--- config.mk ---
export PLATFORM = sky130hd
export DESIGN_NAME = muldiv_unit
export DESIGN_NICKNAME = d
export VERILOG_FILES = /design/src/rtl/muldiv_unit.sv
export SDC_FILE = /design/constraint.sdc
export NUM_CORES = 2
export LEC_CHECK = 0
export CAP_MARGIN = 20
export CORE_ASPECT_RATIO = 0.7
export CORE_MARGIN = 4
export CORE_UTILIZATION = 35
export DETAILED_ROUTE_END_ITERATION = 6
export PLACE_DENSITY_LB_ADDON = 0.1
export SYNTH_ARGS = -nofsm -noshare
export SYNTH_HDL_FRONTEND = slang
export SYNTH_SLANG_ARGS = --single-unit
--- constraint.sdc ---
create_clock -name clk -period 13.9 [get_ports clk]
set_clock_uncertainty 0.2 [all_clocks]
set_input_delay 2.78 -clock clk [delete_from_list [all_inputs] [get_ports clk]]
set_output_delay 2.78 -clock clk [all_outputs]
set_load 0.05 [all_outputs]
--- src/rtl/muldiv_unit.sv ---
// Iterative integer multiply/divide unit: radix-2 shift-add multiply and restoring
// divide over XLEN cycles, with sign fix-up and single-cycle divide special cases.
module muldiv_unit #(
    parameter int unsigned XLEN  = 64,
    parameter int unsigned CNT_W = 7
) (
    input  logic            clk,
    input  logic            rst,
    input  logic [XLEN-1:0] rs1_data_i,
    input  logic [XLEN-1:0] rs2_data_i,
    input  logic            rs1_sign_i,
    input  logic            rs2_sign_i,
    input  logic            req_valid_i,
    input  logic            mul_en_i,
    input  logic            flush_i,
    output logic            busy_o,
    output logic            resp_valid_o,
    output logic [XLEN-1:0] data_1_o,
    output logic [XLEN-1:0] data_2_o
);

    localparam int unsigned AW = 2 * XLEN;
    localparam logic [XLEN-1:0] MIN_INT = {1'b1, {(XLEN-1){1'b0}}};

    typedef enum logic [1:0] {IDLE, MUL, DIV, DONE} state_t;

    state_t           state;
    state_t           state_next;
    logic [CNT_W-1:0] cnt;
    logic [AW-1:0]    acc;      // mul: {partial, multiplier}; div: {remainder, dividend/quotient}
    logic [XLEN-1:0]  opb;      // multiplicand or divisor magnitude
    logic             res_neg;
    logic             rem_neg;

    logic            accept;
    logic            div_zero;
    logic            div_ovf;
    logic            special;
    logic            last;
    logic            neg1;
    logic            neg2;
    logic [XLEN-1:0] mag1;
    logic [XLEN-1:0] mag2;
    logic [XLEN:0]   mul_sum;
    logic [AW-1:0]   mul_step;
    logic [AW-1:0]   prod_fix;
    logic [XLEN:0]   div_shift;
    logic [XLEN:0]   div_diff;
    logic            div_ge;
    logic [XLEN-1:0] div_rem;
    logic [AW-1:0]   div_step;
    logic [XLEN-1:0] quo_fix;
    logic [XLEN-1:0] rem_fix;

    assign accept   = (state == IDLE) && req_valid_i && !flush_i;
    assign div_zero = (rs2_data_i == '0);
    assign div_ovf  = rs1_sign_i && rs2_sign_i && (rs1_data_i == MIN_INT) && (rs2_data_i == '1);
    assign special  = !mul_en_i && (div_zero || div_ovf);
    assign last     = (cnt == CNT_W'(XLEN - 1));

    assign neg1 = rs1_sign_i && rs1_data_i[XLEN-1];
    assign neg2 = rs2_sign_i && rs2_data_i[XLEN-1];
    assign mag1 = neg1 ? -rs1_data_i : rs1_data_i;
    assign mag2 = neg2 ? -rs2_data_i : rs2_data_i;

    // One shift-add step; the carry out of the upper half shifts into the accumulator.
    assign mul_sum  = {1'b0, acc[AW-1:XLEN]} + (acc[0] ? {1'b0, opb} : '0);
    assign mul_step = {mul_sum, acc[XLEN-1:1]};
    assign prod_fix = res_neg ? -mul_step : mul_step;

    // One restoring step: shift in the next dividend bit, subtract if it fits.
    assign div_shift = acc[AW-1:XLEN-1];
    assign div_ge    = (div_shift >= {1'b0, opb});
    assign div_diff  = div_shift - {1'b0, opb};
    assign div_rem   = div_ge ? div_diff[XLEN-1:0] : div_shift[XLEN-1:0];
    assign div_step  = {div_rem, acc[XLEN-2:0], div_ge};
    assign quo_fix   = res_neg ? -div_step[XLEN-1:0] : div_step[XLEN-1:0];
    assign rem_fix   = rem_neg ? -div_step[AW-1:XLEN] : div_step[AW-1:XLEN];

    assign busy_o       = accept || (state == MUL) || (state == DIV);
    assign resp_valid_o = (state == DONE);

    always_ff @(posedge clk or posedge rst) begin
        if (rst) begin
            state <= IDLE;
        end else begin
            state <= state_next;
        end
    end

    always_comb begin
        state_next = state;
        case (state)
            IDLE: begin
                if (accept) begin
                    if (special) begin
                        state_next = DONE;
                    end else if (mul_en_i) begin
                        state_next = MUL;
                    end else begin
                        state_next = DIV;
                    end
                end
            end
            MUL, DIV: begin
                if (flush_i) begin
                    state_next = IDLE;
                end else if (last) begin
                    state_next = DONE;
                end
            end
            DONE:    state_next = IDLE;
            default: state_next = IDLE;
        endcase
    end

    // Operand capture, iteration and result write-back on entry to DONE.
    always_ff @(posedge clk or posedge rst) begin
        if (rst) begin
            cnt      <= '0;
            acc      <= '0;
            opb      <= '0;
            res_neg  <= 1'b0;
            rem_neg  <= 1'b0;
            data_1_o <= '0;
            data_2_o <= '0;
        end else begin
            case (state)
                IDLE: begin
                    if (accept) begin
                        cnt     <= '0;
                        acc     <= {{XLEN{1'b0}}, mag1};
                        opb     <= mag2;
                        res_neg <= neg1 ^ neg2;
                        rem_neg <= neg1;
                        if (special) begin
                            data_1_o <= div_zero ? '1 : MIN_INT;
                            data_2_o <= div_zero ? rs1_data_i : '0;
                        end
                    end
                end
                MUL: begin
                    if (!flush_i) begin
                        acc <= mul_step;
                        cnt <= cnt + CNT_W'(1);
                        if (last) begin
                            data_1_o <= prod_fix[XLEN-1:0];
                            data_2_o <= prod_fix[AW-1:XLEN];
                        end
                    end
                end
                DIV: begin
                    if (!flush_i) begin
                        acc <= div_step;
                        cnt <= cnt + CNT_W'(1);
                        if (last) begin
                            data_1_o <= quo_fix;
                            data_2_o <= rem_fix;
                        end
                    end
                end
                default: ;
            endcase
        end
    end

endmodule
==> metrics.cfg <==
[floorplan]
floorplan.io_pins = 265
fp.dieArea_sq_um = 109000
dieWidth_microns = 393
die-height_microns = 278
rows = 98
initial_core_util_pct = 35.4
floorplan.core_area_sq_um = 103000

[route]
vias_per_cell = 6.33
route.final.wire_length_microns = 178000
drt.antenna.violating_nets = 0
detail_route.drc_violations = 2
detail_route.wl_per_cell_microns = 27.8
vias = 40400
iteration_count_of_the_initial_detailed_routing_pass = 7
first_iter_violations = 5146

[grt]
groute.layer.met2.usage_pct = 43.3
grt_pass1_vias = 37200
grt_first_pass_wirelength_microns = 260000
groute.usage.overall_pct = 31.5
use_met3_pct = 6.47
busiest_layer = met1
grt_met1_use_pct = 49.5
gr-total-overflow = 0
number_of_antenna_violations_at_the_first_check_in_global_routing = 8
pin_count_of_the_biggest_net_entering_global_routing = 99

[setup_path]
path_type_of_the_worst_setup_path = in -> reg
startpoint_type = input pin
reg2reg_depth = 19
regToRegStartpoint = acc[93]
timing.critical_path.fanout_max = 97
timing.critical_path.arrival_ps = 9010
regToRegSetupSlack_ps = 5190
worst_setup_path_end_kind = flip-flop
cp_data_required_time_ps = 14150
crit-reg2reg-capture = data_2_o[48]

[synthesis]
syn_inst = 4989
synth_top_area_share_pct = 22.8
netlist.top_cell.by_area = dfrtp_1
synth_edf_count = 0
ys_async_sr_fraction_pct = 100
synthesis.area_per_instance_sq_um = 7.29
synth-main-ff-cell = dfrtp_1
yosysWarnings = 0
synth-seq-area-share_pct = 22.8
synth_top_cells_by_area = dfrtp_1 (23%), nand2_1 (7.1%), xnor2_1 (6.8%), o21ai_0 (6.1%), ha_1 (4.8%)
mappedNetlistArea_sq_um = 36400
count_of_distinct_cell_types_in_the_synthesized_netlist = 111
synth_fp_nets = 5265
yosys_register_bits = 331

[min_path]
worst_hold_path_type = reg -> reg
min_to = opb[4]
cell_depth_of_the_worst_min_delay_path = 2
hold_path_startpoint = opb[4]

[timing]
layout_setup_ws_ps = 5140
finish_stage_setup_viols = 0
final_period_minus_worst_setup_slack_ps = 8760
slew-limit-headroom_pct = 21.8
timing_hold_violations_final = 0
report.final.slew_viol_count = 0
min_period_over_period_pct = 63.0
fmax_ghz = 0.114
setup_total_negative_slack_ps = 0
tightest_slew_ps = 1160
rsz0062_at_grt = no
hold_ws_ps = 276

[finish]
final_cell_mix = nand2_1 (691), o21ai_0 (444), nor2_1 (426)
fillCellCount = 10800
layout_commonest_cell = nand2_1
stdcell_area_sq_um = 41400
final_net_count = 5279
drive_above_1_share_pct = 5.23
flow.area_growth_from_synthesis_pct = 13.7

[placed_design]
placement.cell_area_sq_um = 39900
place_worst_setup_slack_ps = 4630
io_buffer_count = 264
globalplace.congestion = 1.01
detailedPlacementHpwl_microns = 141000

[clock_network]
cts.clk_slew.worst_paths_ps = 60
clock_tree_root = clkbuf_16
cts_made_buffers = 41
clkSinkCount = 331
clk_latency_ps = 620
post_cts.resized_instances = 0
cts_max_path_buffers = 3
postCtsSetupBuffers = 0
tritoncts = yes
cts_hold_buf = 0
h_tree_level_count = 2

[outcome]
outcome = complete, but fails checks
violated_checks = DRC

[flow_run]
timing.max_cap.violations = 0

cells in the mapped netlist, types with 14 or more instances:
| library cell | instances |
|---|---|
| a211oi_1 | 48 |
| a21o_1 | 68 |
| a21oi_1 | 343 |
| a221oi_1 | 127 |
| a22o_1 | 14 |
| a22oi_1 | 87 |
| a31oi_1 | 47 |
| and2_1 | 36 |
| and3_1 | 30 |
| and4_1 | 15 |
| buf_1 | 25 |
| buf_2 | 33 |
| clkbuf_1 | 312 |
| dfrtp_1 | 331 |
| ha_1 | 139 |
| inv_1 | 123 |
| mux2_2 | 16 |
| mux2i_1 | 30 |
| nand2_1 | 692 |
| nand2b_1 | 37 |
| nand3_1 | 86 |
| nand4_1 | 114 |
| nor2_1 | 427 |
| nor3_1 | 122 |
| nor4_1 | 61 |
| o211ai_1 | 38 |
| o21a_1 | 38 |
| o21ai_0 | 444 |
| o21bai_1 | 21 |
| o22ai_1 | 28 |
| o31ai_1 | 192 |
| o41ai_1 | 37 |
| or2_2 | 31 |
| or3_1 | 62 |
| or4_1 | 42 |
| xnor2_1 | 282 |
| xor2_1 | 143 |
metal layers:
layer	vias to the layer above	share of wire, %
met5	-	0
met4	0	2.3
met3	170	10
met2	2019	40
met1	19700	48
li1	18600	-
critical path, cell delays in order:
cell and delay (ps):
clkdlybuf4s50_1 550, or3_1 460, nor3_1 460, nand2_1 260, nor4_1 960, nand4_1 150, or3_1 460, or4_1 750
o21ai_0 190, nand2b_1 130, a21o_4 410, buf_4 460, buf_4 470, a221oi_1 320, a21oi_1 70
per-stage QoR:
step,std cells,util (%)
global placement,6304,38.9
finish,6386,40.3
detailed placement,6304,38.9
floorplan,4989,-
CTS,6377,40.2
global route,6383,40.3
worst max path at each step:
| stage | from | end | slack [ps] |
|---|---|---|---|
| 4_1_cts | rs2_data_i[3] | data_2_o[19] | 5270 |
| 5_1_grt | rs2_data_i[3] | data_2_o[19] | 4680 |
| 3_5_place_dp | rs2_data_i[3] | data_2_o[19] | 4630 |
| 6_report | rs2_data_i[3] | data_2_o[19] | 5140 |
| 2_1_floorplan | rst | acc[0] | 1750 |
| 3_3_place_gp | rs2_data_i[3] | data_2_o[19] | 4790 |
area by class of cell:
type	instances	area (sq um)	share of cell area (%)
multi-input cells	4158	26300	63.5
flip-flops and latches	331	8290	20.0
repair buffers	343	3230	7.81
well taps	1350	1690	4.08
clock buffers	57	1190	2.87
inverters	128	490	1.19
clock inverters	16	199	0.481
diodes	3	7.51	0.0182
sequential cells by signal, summed over array words and instances (netlist names):
signal and flops:
acc 128, cnt 7, data_1_o 64, data_2_o 64
opb 64, rem_neg 1, res_neg 1, state 2
cells by family (layout without fill, tap and decap cells):
logic type | Yosys count | after routing | share of synthesized area (%)
other cells | 0 | 3 | 0
compound gates | 1716 | 1716 | 31.4
mux | 46 | 46 | 1.32
flops | 331 | 331 | 22.8
buf+inv | 500 | 544 | 5.32
simple gates | 1830 | 1830 | 24.1
fa+ha+maj | 141 | 141 | 4.89
xor+xnor | 425 | 425 | 10.2
Power is not shown: default switching activity piles up to over one toggle a cycle in this logic, so the estimate is an artifact.
